`config.mk`:
```
export PLATFORM = sky130hd
export DESIGN_NAME = phase_sequencer
export DESIGN_NICKNAME = d
export VERILOG_FILES = /design/src/rtl/phase_sequencer_pkg.sv /design/src/rtl/phase_sequencer_edge_detect.sv /design/src/rtl/phase_sequencer.sv
export VERILOG_INCLUDE_DIRS = /design/src /design/src/rtl
export SDC_FILE = /design/constraint.sdc
export NUM_CORES = 1
export LEC_CHECK = 0
export BUFFER_PORTS_ARGS = -buffer_cell sky130_fd_sc_hd__clkbuf_2
export CORE_MARGIN = 4
export CORE_UTILIZATION = 56
export CTS_CLUSTER_SIZE = 8
export DETAILED_ROUTE_END_ITERATION = 7
export PLACE_DENSITY = 0.8
export SLEW_MARGIN = 10
export SYNTH_ARGS = -nofsm -noshare
export SYNTH_HDL_FRONTEND = slang
export SYNTH_SLANG_ARGS = --single-unit
```
`constraint.sdc`:
```
create_clock -name clk -period 4.6 [get_ports clk]
set_input_delay 0.23 -clock clk [delete_from_list [all_inputs] [get_ports clk]]
set_output_delay 0.23 -clock clk [all_outputs]
set_load 0.02 [all_outputs]
```
`src/rtl/variables.vh`:
```
// Shared phase encodings for the instruction phase sequencer.
`ifndef VARIABLES_VH
`define VARIABLES_VH
`define PHASEWIDTH 3
`define PH_IDLE 3'd0
`define PH_IF   3'd1
`define PH_ID   3'd2
`define PH_EX   3'd3
`define PH_MEM  3'd4
`define PH_WB   3'd5
`define PH_HALT 3'd6
`endif

```
`src/rtl/phase_sequencer_pkg.sv`:
```
// Types and constants shared by the phase sequencer and its sub-module.
`include "variables.vh"

package phase_sequencer_pkg;
   localparam int PHASE_W = `PHASEWIDTH;
   localparam int WAIT_W  = 8;

   typedef enum logic [`PHASEWIDTH-1:0] {
      ST_IDLE = `PH_IDLE,
      ST_IF   = `PH_IF,
      ST_ID   = `PH_ID,
      ST_EX   = `PH_EX,
      ST_MEM  = `PH_MEM,
      ST_WB   = `PH_WB,
      ST_HALT = `PH_HALT
   } phase_e;
endpackage

```
`src/rtl/phase_sequencer_edge_detect.sv`:
```
// edge_detect: registered rising-edge detector producing a one-cycle pulse.
module edge_detect (
   input  logic clk,
   input  logic rst,
   input  logic sig_in,
   output logic pulse_out
);
   logic sig_prev_q, sig_prev_d;
   logic pulse_q, pulse_d;

   always_comb begin
      sig_prev_d = sig_in;
      pulse_d    = sig_in & ~sig_prev_q;
   end

   always_ff @(posedge clk) begin
      if (rst) begin
         sig_prev_q <= 1'b0;
         pulse_q    <= 1'b0;
      end else begin
         sig_prev_q <= sig_prev_d;
         pulse_q    <= pulse_d;
      end
   end

   assign pulse_out = pulse_q;
endmodule

```
`src/rtl/phase_sequencer.sv`:
```
// Multi-cycle instruction phase sequencer (IF/ID/EX/MEM/WB) with MEM timeout.
// Optional retired-instruction counter output enabled by INSTRET_COUNTER_EN.
module phase_sequencer
   import phase_sequencer_pkg::*;
#(
   parameter int MEM_TIMEOUT = 15
) (
   input  logic               clk,
   input  logic               rst,
   input  logic               run,
   input  logic               step,
   input  logic               is_mem,
   input  logic               mem_ready,
   input  logic               halt_req,
   output logic               if_en,
   output logic               mem_en,
   output logic               wb_en,
   output logic               pc_en,
   output logic [PHASE_W-1:0] phase,
   output logic               halted,
   output logic               timeout_err
`ifdef INSTRET_COUNTER_EN
   ,
   output logic [31:0]        instret
`endif
);
   localparam logic [WAIT_W-1:0] WAIT_LAST = WAIT_W'(MEM_TIMEOUT - 1);

   phase_e            state_q, state_d;
   logic [WAIT_W-1:0] wait_cnt_q, wait_cnt_d;
   logic              is_mem_q, is_mem_d;
   logic              halted_q, halted_d;
   logic              timeout_q, timeout_d;
   logic              step_pulse;

   edge_detect u_step_edge (
      .clk       (clk),
      .rst       (rst),
      .sig_in    (step),
      .pulse_out (step_pulse)
   );

   always_comb begin
      state_d    = state_q;
      wait_cnt_d = wait_cnt_q;
      is_mem_d   = is_mem_q;
      halted_d   = halted_q;
      timeout_d  = timeout_q;
      if_en      = 1'b0;
      mem_en     = 1'b0;
      wb_en      = 1'b0;
      pc_en      = 1'b0;
      case (state_q)
         ST_IDLE: if (run || step_pulse) state_d = ST_IF;
         ST_IF: begin
            if_en   = 1'b1;
            state_d = ST_ID;
         end
         ST_ID: begin
            is_mem_d = is_mem;
            state_d  = ST_EX;
         end
         ST_EX: begin
            if (is_mem_q) begin
               state_d    = ST_MEM;
               wait_cnt_d = '0;
            end else begin
               state_d = ST_WB;
            end
         end
         ST_MEM: begin
            mem_en = 1'b1;
            if (mem_ready) begin
               state_d = ST_WB;
            end else begin
               wait_cnt_d = wait_cnt_q + 1'b1;
               // This cycle is the MEM_TIMEOUT-th one spent waiting.
               if (wait_cnt_q == WAIT_LAST) begin
                  state_d   = ST_HALT;
                  halted_d  = 1'b1;
                  timeout_d = 1'b1;
               end
            end
         end
         ST_WB: begin
            wb_en = 1'b1;
            pc_en = 1'b1;
            if (halt_req) begin
               state_d  = ST_HALT;
               halted_d = 1'b1;
            end else if (run) begin
               state_d = ST_IF;
            end else begin
               state_d = ST_IDLE;
            end
         end
         ST_HALT: state_d = ST_HALT;
         default: state_d = ST_IDLE;
      endcase
   end

   always_ff @(posedge clk) begin
      if (rst) begin
         state_q    <= ST_IDLE;
         wait_cnt_q <= '0;
         is_mem_q   <= 1'b0;
         halted_q   <= 1'b0;
         timeout_q  <= 1'b0;
      end else begin
         state_q    <= state_d;
         wait_cnt_q <= wait_cnt_d;
         is_mem_q   <= is_mem_d;
         halted_q   <= halted_d;
         timeout_q  <= timeout_d;
      end
   end

   assign phase       = state_q;
   assign halted      = halted_q;
   assign timeout_err = timeout_q;

`ifdef INSTRET_COUNTER_EN
   logic [31:0] instret_q, instret_d;

   always_comb begin
      instret_d = instret_q;
      if (pc_en) instret_d = instret_q + 32'd1;
   end

   always_ff @(posedge clk) begin
      if (rst) instret_q <= '0;
      else     instret_q <= instret_d;
   end

   assign instret = instret_q;
`endif
endmodule
```
# Yosys cells after proc, flatten, opt, wreduce, memory -nomap -nowiden
# Index checks and enable logic that the tools add are counted.
[classes]
reduce_logical = 8
eq_ne = 13
n_mux = 17
bitwise = 3
n_addsub = 1
[ops]
columns = ["operator", "n"]
rows = [
  ["one-hot mux 3 bit (7 select lines)", 1],
  ["two-way mux 8 bit", 2],
  ["one-hot mux 8 bit (2 select lines)", 1],
  ["two-way mux 3 bit", 4],
  ["!= test 2 bit (second input constant)", 5],
  ["== test 3 bit (second input constant)", 3],
  ["adder 8 x 1 -> 8 bit (second input constant)", 1],
  ["== test 8 x 4 -> 1 bit (second input constant)", 1],
  ["two-way mux 1 bit", 8],
  ["== test 3 x 2 -> 1 bit (second input constant)", 2],
  ["AND reduction 3 bit", 2],
  ["AND reduction 4 bit", 1],
  ["nonzero test 2 bit", 2],
  ["== test 3 x 1 -> 1 bit (second input constant)", 1],
  ["logical NOT 3 bit", 1],
  ["!= test 3 bit (second input constant)", 1],
  ["NOT 1 bit", 2],
  ["one-hot mux 1 bit (2 select lines)", 1],
  ["AND reduction 2 bit", 1],
  ["AND 1 bit", 1],
  ["logical OR 1 bit", 1],
]
[totals]
in_bits = 7
output_inout_bits = 9
elab_cells = 49
reg_bits = 16

# Depth between registers and ports, before layout
# Gate-level depths: netlist of the first run.
[logic_depth]
ltp_word = 4
ltp_mapped = 5
depth_no_buf = 5

# Cells and area by module
# Synthesis of the first run repeated with hierarchy kept, for this count alone.
[unflattened]
hier_cells = 98
hier_area_um2 = 858.3
[modules_own_cells]
columns = ["mod", "n_inst", "cells_each", "area_each_um2", "seq_area_each_um2"]
rows = [
  ["phase_sequencer", 1, 94, 799.5, 280.3],
  ["edge_detect", 1, 4, 58.8, 40.0],
]

# Worst setup path before layout of the first run
# Ideal clock, no wire load.
[synth_path]
path_kind = "reg2reg"
start = "reg state_q[0] (netlist: phase[0])"
end = "reg wait_cnt_q[5]"
path_slack_ns = 2.790
stages_incl_launch_ff = 5
arrival_ns = 1.739
required_time_ns = 4.528
setup_ns = 0.072
cell_sequence = "dfxtp_1 > or4b_1 > buf_2 > a2111oi_0 > mux2i_1"
[synth_between]
elab_chain_cells = 3
word_cells_on_any_way = 7
cone_classes = "4 x eq/ne; 1 x mux; 2 x reduce/logical"
[synth_rtl]
columns = ["element", "line", "source"]
rows = [
  ["start: declaration", "phase_sequencer.sv:29", "phase_e state_q, state_d;"],
  ["start signal: assignment", "phase_sequencer.sv:110", "state_q <= state_d;"],
  ["== test 3 x 2 -> 1 bit / == test 3 bit (equally long branches)", "phase_sequencer.sv:53", "case (state_q)"],
  ["!= test 2 bit (no line) / nonzero test 2 bit (equally long branches)", "n/a", ""],
  ["AND reduction 3 bit (no line)", "n/a", ""],
  ["end signal: assignment", "phase_sequencer.sv:111", "wait_cnt_q <= wait_cnt_d;"],
  ["end: declaration", "phase_sequencer.sv:30", "logic [WAIT_W-1:0] wait_cnt_q, wait_cnt_d;"],
]
# Parallel ways exist; a longest one is shown, timed or not.
# A chain may end at the register's enable or synchronous reset.

# Final worst setup path of the first run
[layout_path]
start = "reg state_q[2] (netlist: phase[2])"
end = "reg wait_cnt_q[7]"
# The elaborated chain is that of the path after synthesis.

==> run_results.csv, run 1 <==
group,metric,value,unit
die,rows,13,
die,core,0.00137,mm2
critical_path,cpPeakStageDelay,660,ps
pwr,p_comb_frac,0.146,
timing,hold_viol_final,0,
finish,drive_above_1_share,0.211,
detailed_routing,totalWireLength,1.81,mm
critical_path,path_cells,"or4b_1 -> a2111oi_0 -> mux2i_1",
pwr,p_leak,0.351,nW
global_routing,overflow,0,
global_routing,grt_first_pass_wirelength,3.11,mm
finish,utilization,0.694,
synth,yosysWarningCount,0,
synth,async_flop_share,0,
timing,fin_tns_setup,0,ps
detailed_routing,wire_per_inst,14.6,um
pwr,p_int,0.213,mW
finish,n_fill_cell,116,
critical_path,start_kind,"flop",
critical_path,cp_max_fo,16,
clocking,worstSkewPairLatency,290,ps
clocking,cts_root_buf,"clkbuf_4",
synth,syn-cell-area,850,um2
critical_path,critical_path_arrival,2370,ps
global_routing,grt_max_degree,18,
finish,syn_to_final_growth,11.6,%
clocking,cts-buffers-inserted,3,
synth,synth_edf_count,0,
die,die_h,47.0,um
synth,synth_area_per_cell,8.76,um2
timing,fin_skew,12.6,ps
die,dieArea,0.00220,mm2
pwr,power.total,0.297,mW
detailed_routing,postRouteAntennaNets,0,
critical_path,crit_path_end_kind,"flop",
die,start_util,0.622,
clocking,clockBufferDepth,2,
finish,layout_commonest_cell,"dfxtp_1",
global_routing,antenna_found_initial,0,
timing,grt_setup_unrepaired,"false",
pwr,switchingPower,0.0838,mW
detailed_routing,drtIter0Drc,27,
detailed_routing,first_pass_iters,4,
timing,final.setup.worst_slack,2460,ps
timing,period_needed,2140,ps
global_routing,grt_pass1_vias,739,
synth,yosysSeqAreaShare,0.377,
clocking,cts_sinks,16,
clocking,cts_tree,"built",
synth,synth.distinct_cells,34,
clocking,post-cts-setup-buffer-count,0,
placement,hpwl,1.23,mm
finish,num_antenna_cells,0,
pwr,sw_frac_of_total,0.283,
pwr,power_density,313,mW/mm2
pwr,irDropWorstVdd,253,uV
synth,syn-num-nets,106,
timing,slew_headroom,0.328,
critical_path,critPathKind,"flop to flop",
clocking,cts_resized,0,
worst_hold_path,hold_class,"input port to flop",
global_routing,grtUsageTotal,0.196,
placement,dp_slack,2460,ps
finish,nets,119,
critical_path,cpMaxStageDelayCell,"or4b_1",
finish,final_cell_mix,"dfxtp_1 (16), clkbuf_2 (15), a21oi_1 (8), nand3_1 (7), nand2_1 (7)",
pwr,clkPwrFrac,0.319,
placement,io_buffers,15,
job,max_cap_viol_count,0,
timing,fmax,0.468,GHz
synth,ys_ff_latch,16,
clocking,holdBufCountCts,0,
detailed_routing,viasPerCell,6.17,
synth,synthFlopType,"dfxtp_1",
critical_path,required,4830,ps
timing,worst_pin_slew,995,ps
synth,synthCells,97,
clocking,cts_max_level,1,
detailed_routing,drc_errors,0,
timing,hold-worst-slack,194,ps
placement,routabilityCongestion,0.811,
timing,setup_violations,0,
clocking,clkTransAtPathRegs,100,ps
outcome,status,"finished clean",
timing,finalCritPeriodShare,0.464,
die,ioPinCount,16,
timing,slew_violations,0,
detailed_routing,vias,765,
pwr,power_frac_seq,0.535,
die,dieWidth,47.0,um
-- cell usage after synthesis, types with 3 or more instances --
| library cell | count | area share |
|---|---|---|
| nand3_1 | 7 | 0.041 |
| nand2_1 | 7 | 0.031 |
| nand2b_1 | 4 | 0.029 |
| or3b_2 | 3 | 0.031 |
| a21oi_1 | 8 | 0.047 |
| inv_1 | 4 | 0.018 |
| nand4b_1 | 3 | 0.031 |
| mux2i_1 | 4 | 0.047 |
| nor3b_1 | 3 | 0.027 |
| nand3b_1 | 3 | 0.027 |
| clkbuf_1 | 5 | 0.022 |
| dfxtp_1 | 16 | 0.38 |
| a311oi_1 | 3 | 0.031 |
-- cell families after synthesis --
| group | Yosys count | synth area share |
|---|---|---|
| AOI/OAI and AO/OA | 23 | 0.187 |
| adders and majority gates | 2 | 0.0295 |
| buffers and inverters | 11 | 0.0545 |
| DFF | 16 | 0.377 |
| muxes | 4 | 0.0471 |
| and+or+nand+nor | 41 | 0.305 |
-- metal layers --
| metal | track usage | wire [um] |
|---|---|---|
| met2 | 0.298 | 819 |
| met3 | 0.0613 | 104 |
| met1 | 0.266 | 879 |
| met4 | 0.0552 | 10 |
| met5 | 0 | 0 |
-- worst paths after layout --
check,to,slack [ps],cells past startpoint,from
max,wait_cnt_q[7]$_SDFFE_PP0P_,2460,3,phase[2]$_SDFFE_PP0P_
min,is_mem_q$_SDFFE_PP0N_,190,3,is_mem
max reg2reg,wait_cnt_q[7]$_SDFFE_PP0P_,2460,3,phase[2]$_SDFFE_PP0P_
min reg2reg,u_step_edge.pulse_out$_SDFF_PP0_,420,1,u_step_edge.sig_prev_q$_SDFF_PP0_
-- area by class of cell --
type	instances	area (um2)	area share
multi-input cells	70	483	0.509
flip-flops and latches	16	320	0.338
repair buffers	15	75.1	0.0792
clock buffers	4	36.3	0.0383
well taps	15	18.8	0.0198
inverters	4	15.0	0.0158
-- stage by stage --
stage	area, um2	cells
after CTS	948	124
final	948	124
after global placement	912	120
after global routing	948	124
after floorplan	850	97
after detailed placement	912	120
-- registers in the layout, summed over array words and instances, names as in the netlist --
signal / count
phase: 3
u_step_edge.sig_prev_q: 1
is_mem_q: 1
timeout_err: 1
halted: 1
wait_cnt_q: 8
u_step_edge.pulse_out: 1
-- critical path, delay by kind of cell, from the launching register on --
family | cells | cell delay, ps
flip-flops | 1 | 610
AO/OA/AOI/OAI | 1 | 580
multiplexers | 1 | 230
AND/OR/NAND/NOR | 1 | 660
-- power by group through the flow --
| stage | Sequential [mW] | Clock [mW] | Combinational, mW |
|---|---|---|---|
| finish | 0.159 | 0.0945 | 0.0434 |
| global route | 0.160 | 0.104 | 0.0486 |
| CTS | 0.158 | 0.0971 | 0.0435 |
| detailed placement | 0.162 | 0 | 0.0432 |
| global placement | 0.161 | 0 | 0.0427 |
| floorplan | 0.157 | 0 | 0.0341 |
Note: power is estimated with default switching activity, not from simulation.
==> inputs of run 2 (changes only) <==
--- a/config.mk
+++ b/config.mk
@@ -6,12 +6,13 @@
 export SDC_FILE = /design/constraint.sdc
 export NUM_CORES = 1
 export LEC_CHECK = 0
+export ABC_AREA = 1
 export BUFFER_PORTS_ARGS = -buffer_cell sky130_fd_sc_hd__clkbuf_2
 export CORE_MARGIN = 4
-export CORE_UTILIZATION = 56
+export CORE_UTILIZATION = 47
 export CTS_CLUSTER_SIZE = 8
 export DETAILED_ROUTE_END_ITERATION = 7
-export PLACE_DENSITY = 0.8
+export PLACE_DENSITY = 0.72
 export SLEW_MARGIN = 10
 export SYNTH_ARGS = -nofsm -noshare
 export SYNTH_HDL_FRONTEND = slang
==> constraint.sdc (replaced) <==
create_clock -name clk -period 1.8 [get_ports clk]
set_input_delay 0.09 -clock clk [delete_from_list [all_inputs] [get_ports clk]]
set_output_delay 0.09 -clock clk [all_outputs]
set_load 0.02 [all_outputs]
==> run 2 against run 1 <==
Effect of this change:
- wire length is 2.6% lower
- clock skew is 11 ps lower
- via count is 5.5% higher
- global-route usage is 4.6 points lower
- hold slack worse by 190 ps
- combinational power grew to 3.4 times the previous value
- register-to-register slack worse by 1900 ps
==> run_results.csv, run 2 <==
group,metric,value,unit
clocking,post-cts-setup-buffer-count,0,
global_routing,antenna_found_initial,0,
clocking,cts_max_level,1,
die,ioPinCount,16,
pwr,power.total,0.743,mW
clocking,cts_root_buf,"clkbuf_4",
synth,yosys.area.top_type,"dfxtp_1",
critical_path,crit_path_end_kind,"output pin",
timing,grt_setup_unrepaired,"false",
timing,hold_viol_final,0,
detailed_routing,totalWireLength,1.77,mm
timing,slew_violations,0,
worst_hold_path,hold_class,"input port to flop",
synth,syn-cell-area,863,um2
timing,fin_skew,2.03,ps
pwr,power_density,766,mW/mm2
timing,fmax,0.729,GHz
clocking,worstSkewPairLatency,290,ps
timing,finalCritPeriodShare,0.762,
global_routing,grtUsageTotal,0.150,
synth,ys_top_cells_by_area,"dfxtp_1 (37%), nand2_1 (12%), nor2_1 (10%), inv_1 (7.0%), nand3_1 (5.8%)",
timing,final.setup.worst_slack,428,ps
global_routing,grt_max_degree,12,
synth,synth_top_area_frac,0.371,
detailed_routing,drc_errors,0,
timing,hold-worst-slack,5.93,ps
detailed_routing,first_pass_iters,4,
finish,top_register,"wait_cnt_q",
finish,num_antenna_cells,0,
critical_path,critical_path_arrival,1280,ps
detailed_routing,vias,807,
synth,syn-num-nets,137,
detailed_routing,viasPerCell,4.80,
global_routing,overflow,0,
die,die_h,50.9,um
die,dieArea,0.00259,mm2
synth,yosysWarningCount,0,
clocking,cts_sinks,16,
critical_path,r2r-end,"phase[1]$_SDFFE_PP0P_",
synth,yosysSeqAreaShare,0.371,
synth,yosysMostFrequentCell,"nand2_1",
critical_path,crit_end,"mem_en",
critical_path,worstReg2RegStart,"wait_cnt_q[0]$_SDFFE_PP0P_",
clocking,cts_resized,0,
clocking,clockBufferDepth,2,
placement,hpwl,1.42,mm
clocking,holdBufCountCts,0,
placement,io_buffers,15,
die,core,0.00173,mm2
placement,routabilityCongestion,0.871,
clocking,cts_tree,"built",
global_routing,grt_first_pass_wirelength,3.00,mm
synth,synth.distinct_cells,25,
finish,layout_commonest_cell,"nand2_1",
job,max_cap_viol_count,0,
global_routing,grt_pass1_vias,714,
finish,largest_reg_flops,8,
synth,synthCells,128,
synth,synth_edf_count,0,
synth,synthTopCellsByCount,"nand2_1 (27), nor2_1 (24), dfxtp_1 (16), inv_1 (16), nand3_1 (10)",
finish,utilization,0.562,
critical_path,startpoint,"phase[0]$_SDFFE_PP0P_",
synth,ys_ff_latch,16,
clocking,cts-buffers-inserted,3,
die,dieWidth,50.9,um
timing,worst_pin_slew,359,ps
detailed_routing,wire_per_inst,10.5,um
synth,synthFlopType,"dfxtp_1",
finish,final_cell_mix,"nand2_1 (27), nor2_1 (24), inv_1 (16), dfxtp_1 (16), clkbuf_2 (15)",
timing,slew_headroom,0.760,
placement,dp_slack,584,ps
synth,async_flop_share,0,
finish,n_fill_cell,176,
critical_path,critPathKind,"flop to output pin",
die,rows,15,
finish,syn_to_final_growth,12.3,%
outcome,status,"finished clean",
timing,period_needed,1370,ps
critical_path,cp_max_fo,9,
detailed_routing,postRouteAntennaNets,0,
critical_path,r2r_setup_slack,560,ps
synth,synth_area_per_cell,6.74,um2
critical_path,start_kind,"flop",
critical_path,reg2reg_depth,8,
die,start_util,0.500,
timing,setup_violations,0,
critical_path,required,1710,ps
clocking,clkTransAtPathRegs,100,ps
detailed_routing,drtIter0Drc,20,
finish,nets,154,
pwr,p_leak,0.486,nW
pwr,irDropWorstVdd,494,uV
finish,drive_above_1_share,0.210,
timing,fin_tns_setup,0,ps
-- run 2: cell types whose count changed after synthesis, sizes merged, moves of 3 or more --
cell | before | now
nor2 | 2 | 25
mux2i | 4 | 0
nand4b | 3 | 0
or3b | 3 | 0
nand2b | 4 | 0
nand3 | 7 | 12
a311oi | 3 | 0
nor3b | 3 | 0
nand3b | 3 | 0
nand2 | 7 | 29
clkbuf | 5 | 1
inv | 4 | 21
-- run 2: worst min path at each step --
stage / depth (start not counted) / slack (ps) / from / end
floorplan: 2 / 210 / step / u_step_edge.sig_prev_q$_SDFF_PP0_
global placement: 3 / 310 / step / u_step_edge.sig_prev_q$_SDFF_PP0_
detailed placement: 3 / 320 / step / u_step_edge.sig_prev_q$_SDFF_PP0_
CTS: 3 / 10 / step / u_step_edge.sig_prev_q$_SDFF_PP0_
global route: 3 / 30 / step / u_step_edge.pulse_out$_SDFF_PP0_
finish: 3 / 6 / step / u_step_edge.sig_prev_q$_SDFF_PP0_
-- run 2: kinds of logic (layout without fill, tap and decap cells) --
group	Yosys count	count (layout)	share of synthesized area
AND/OR/NAND/NOR	71	71	0.386
buffers and inverters	24	39	0.117
flip-flops	16	16	0.371
AO/OA/AOI/OAI	15	15	0.0971
adder cells (fa/ha/maj)	2	2	0.0290
-- run 2: final cells by class --
cell class,instances,area (um2),area share
timing repair buffer,15,75.1,0.0774
sequential,16,320,0.330
inverter,21,78.8,0.0813
tap,25,31.3,0.0323
clock buffer,3,22.5,0.0232
multi-input combinational,88,442,0.455
-- run 2: critical path, cell delays in order, from the launching register on --
cell	delay, ps
dfxtp_1	430
nor2_4	200
nand2_1	100
inv_2	100
clkbuf_2	170
-- run 2: layer usage --
| metal | share of wire | global-route usage | routed length (um) | vias up |
|---|---|---|---|---|
| li1 | - | - | - | 434 |
| met4 | 0.015 | 0.0538 | 27 | 0 |
| met1 | 0.49 | 0.196 | 869 | 360 |
| met2 | 0.46 | 0.239 | 808 | 9 |
| met3 | 0.035 | 0.0379 | 61 | 4 |
| met5 | 0 | 0 | 0 | - |
-- run 2: power breakdown --
group / switching (mW) / leakage [nW] / total, mW / internal (mW)
clock: 0.116 / 0.0138 / 0.194 / 0.0778
sequential: 0.0303 / 0.130 / 0.401 / 0.370
combinational: 0.0962 / 0.342 / 0.148 / 0.0519
total: 0.243 / 0.486 / 0.743 / 0.500
-- run 2: metrics by stage --
stage               cells  instance area, um2
finish                168                 970
global route          168                 970
CTS                   168                 970
detailed placement    165                 947
global placement      165                 947
floorplan             128                 863
==> inputs of run 3 (changes only) <==
--- a/config.mk
+++ b/config.mk
@@ -6,13 +6,13 @@
 export SDC_FILE = /design/constraint.sdc
 export NUM_CORES = 1
 export LEC_CHECK = 0
-export ABC_AREA = 1
+export ABC_AREA = 0
 export BUFFER_PORTS_ARGS = -buffer_cell sky130_fd_sc_hd__clkbuf_2
 export CORE_MARGIN = 4
-export CORE_UTILIZATION = 47
+export CORE_UTILIZATION = 52
 export CTS_CLUSTER_SIZE = 8
 export DETAILED_ROUTE_END_ITERATION = 7
-export PLACE_DENSITY = 0.72
+export PLACE_DENSITY = 0.76
 export SLEW_MARGIN = 10
 export SYNTH_ARGS = -nofsm -noshare
 export SYNTH_HDL_FRONTEND = slang
==> constraint.sdc (replaced) <==
create_clock -name clk -period 1.43 [get_ports clk]
set_input_delay 0.0715 -clock clk [delete_from_list [all_inputs] [get_ports clk]]
set_output_delay 0.0715 -clock clk [all_outputs]
set_load 0.02 [all_outputs]
==> run 3 against run 2 <==
Effect of this change:
- the run now ends with setup timing left
- sequential share of layout area shrank 6.7 points
- hold slack lost 0.98 ps
- utilization grew 26 points
- sequential cell count is the same
- final area grew 29%
==> run_results.csv, run 3 (synthesis gave the netlist of run 1 again) <==
group,metric,value,unit
pwr,irDropWorstVdd,644,uV
die,rows,14,
detailed_routing,drc_errors,0,
detailed_routing,first_pass_iters,4,
detailed_routing,viasPerCell,6.05,
clocking,holdBufCountCts,0,
detailed_routing,totalWireLength,2.44,mm
placement,place_inst,136,
die,ioPinCount,16,
timing,period_needed,1580,ps
global_routing,overflow,0,
timing,worst_pin_slew,455,ps
critical_path,required,1660,ps
critical_path,worstReg2RegStart,"phase[0]$_SDFFE_PP0P_",
clocking,cts_tree,"built",
pwr,power_density,861,mW/mm2
die,dieArea,0.00234,mm2
detailed_routing,wire_per_inst,16.4,um
clocking,cts_root_buf,"clkbuf_4",
pwr,p_leak,0.492,nW
worst_hold_path,hp-start,"step",
global_routing,grt_busiest_layer,"met2",
timing,final.setup.worst_slack,-155,ps
finish,nets,143,
finish,top_register,"wait_cnt_q",
clocking,clkTransAtPathRegs,100,ps
global_routing,grt_max_degree,17,
critical_path,crit_path_end_kind,"flop",
clocking,clockBufferDepth,2,
finish,layout_commonest_cell,"buf_4",
worst_hold_path,hold_path_depth,2,
detailed_routing,postRouteAntennaNets,0,
timing,slew_violations,0,
critical_path,r2r_setup_slack,-150,ps
critical_path,reg2reg_depth,3,
clocking,cts_max_level,1,
critical_path,critPathKind,"flop to flop",
timing,setup_violations,8,
clocking,cts-buffers-inserted,3,
finish,largest_reg_flops,8,
timing,hold_viol_final,0,
global_routing,met2_usage,0.370,
job,max_cap_viol_count,0,
pwr,power.total,1.08,mW
global_routing,met3_usage,0.0521,
placement,io_buffers,15,
placement,routabilityCongestion,0.828,
critical_path,start_kind,"flop",
timing,fmax,0.631,GHz
global_routing,antenna_found_initial,0,
detailed_routing,drtIter0Drc,16,
global_routing,grtUsageTotal,0.216,
critical_path,critical_path_arrival,1810,ps
critical_path,r2r-end,"wait_cnt_q[6]$_SDFFE_PP0P_",
timing,slew_headroom,0.694,
global_routing,grt_first_pass_wirelength,4.04,mm
outcome,status,"finished, violations left",
die,die_h,48.4,um
global_routing,use_met1,0.249,
outcome,violations,"setup timing",
critical_path,cp_max_fo,6,
timing,fin_skew,4.78,ps
die,start_util,0.557,
timing,grt_setup_unrepaired,"true",
finish,instances_no_fill,149,
detailed_routing,vias,901,
clocking,worstSkewPairLatency,300,ps
worst_hold_path,hold_class,"input port to flop",
finish,syn_to_final_growth,47.3,%
placement,hpwl,1.52,mm
die,core,0.00152,mm2
die,dieWidth,48.4,um
clocking,cts_sinks,16,
finish,num_antenna_cells,0,
timing,finalCritPeriodShare,1.11,
finish,drive_above_1_share,0.444,
worst_hold_path,whs_endpoint,"u_step_edge.sig_prev_q$_SDFF_PP0_",
global_routing,grt_pass1_vias,876,
finish,final_cell_mix,"buf_4 (19), dfxtp_1 (13), clkbuf_2 (13), a21oi_1 (8)",
run 3: changes by cell type in the layout (fill, tap and decap cells not counted), moves of 4 or more:
cell | previous run | this run
nand2_1 | 27 | 7
buf_4 | 0 | 19
inv_2 | 5 | 0
mux2i_1 | 0 | 4
inv_1 | 16 | 4
nand2b_1 | 0 | 4
nor2_1 | 24 | 2
buf_6 | 0 | 5
run 3: worst max-delay path by stage:
stage | from | endpoint | cells past startpoint
floorplan | phase[1]$_SDFFE_PP0P_ | wait_cnt_q[6]$_SDFFE_PP0P_ | 4
global placement | phase[1]$_SDFFE_PP0P_ | wait_cnt_q[6]$_SDFFE_PP0P_ | 3
detailed placement | phase[1]$_SDFFE_PP0P_ | wait_cnt_q[7]$_SDFFE_PP0P_ | 3
CTS | phase[0]$_SDFFE_PP0P_ | wait_cnt_q[6]$_SDFFE_PP0P_ | 3
global route | phase[0]$_SDFFE_PP0P_ | wait_cnt_q[7]$_SDFFE_PP0P_ | 3
finish | phase[0]$_SDFFE_PP0P_ | wait_cnt_q[6]$_SDFFE_PP0P_ | 3
run 3: where the power goes:
| group | leakage [nW] | switching (mW) | internal (mW) | total [mW] |
|---|---|---|---|---|
| registers | 0.132 | 0.0132 | 0.467 | 0.480 |
| clock network | 0.0210 | 0.152 | 0.155 | 0.307 |
| logic | 0.339 | 0.150 | 0.139 | 0.290 |
run 3: what timing repair did:
action	CTS	global route
setup buffers	8	2
setup endpoints to repair	11	13
pin swaps	3	0
gates resized for setup	15	8
run 3: routing by layer:
metal	vias to the layer above	wire, um
met5	-	0
met4	0	80
met3	11	180
met2	41	1170
met1	412	1010
li1	437	-
run 3: cell type report:
cell class	instances	area (um2)
multi-input combinational	70	564
sequential	16	329
timing repair buffer	39	287
fill	89	273
clock buffer	4	36.3
tap	16	20.0
inverter	4	15.0
run 3: worst max-delay path, stage by stage, from the launching register on:
cell	delay, ps
dfxtp_4	360
or4b_4	590
or4_1	420
a31oi_1	160
run 3: per-stage QoR:
step                      setup WS [ps]  utilization  hold WS [ps]  TNS (ps)  instance area, um2
after global placement             -191        0.687           315      -857                1050
final                              -155        0.821          4.95      -780                1250
after CTS                          -135        0.796          10.3      -620                1210
after global routing               -199        0.821          15.7     -1360                1250
after detailed placement           -238        0.687           326     -1210                1050
after floorplan                    -202            -           151      -911                 878
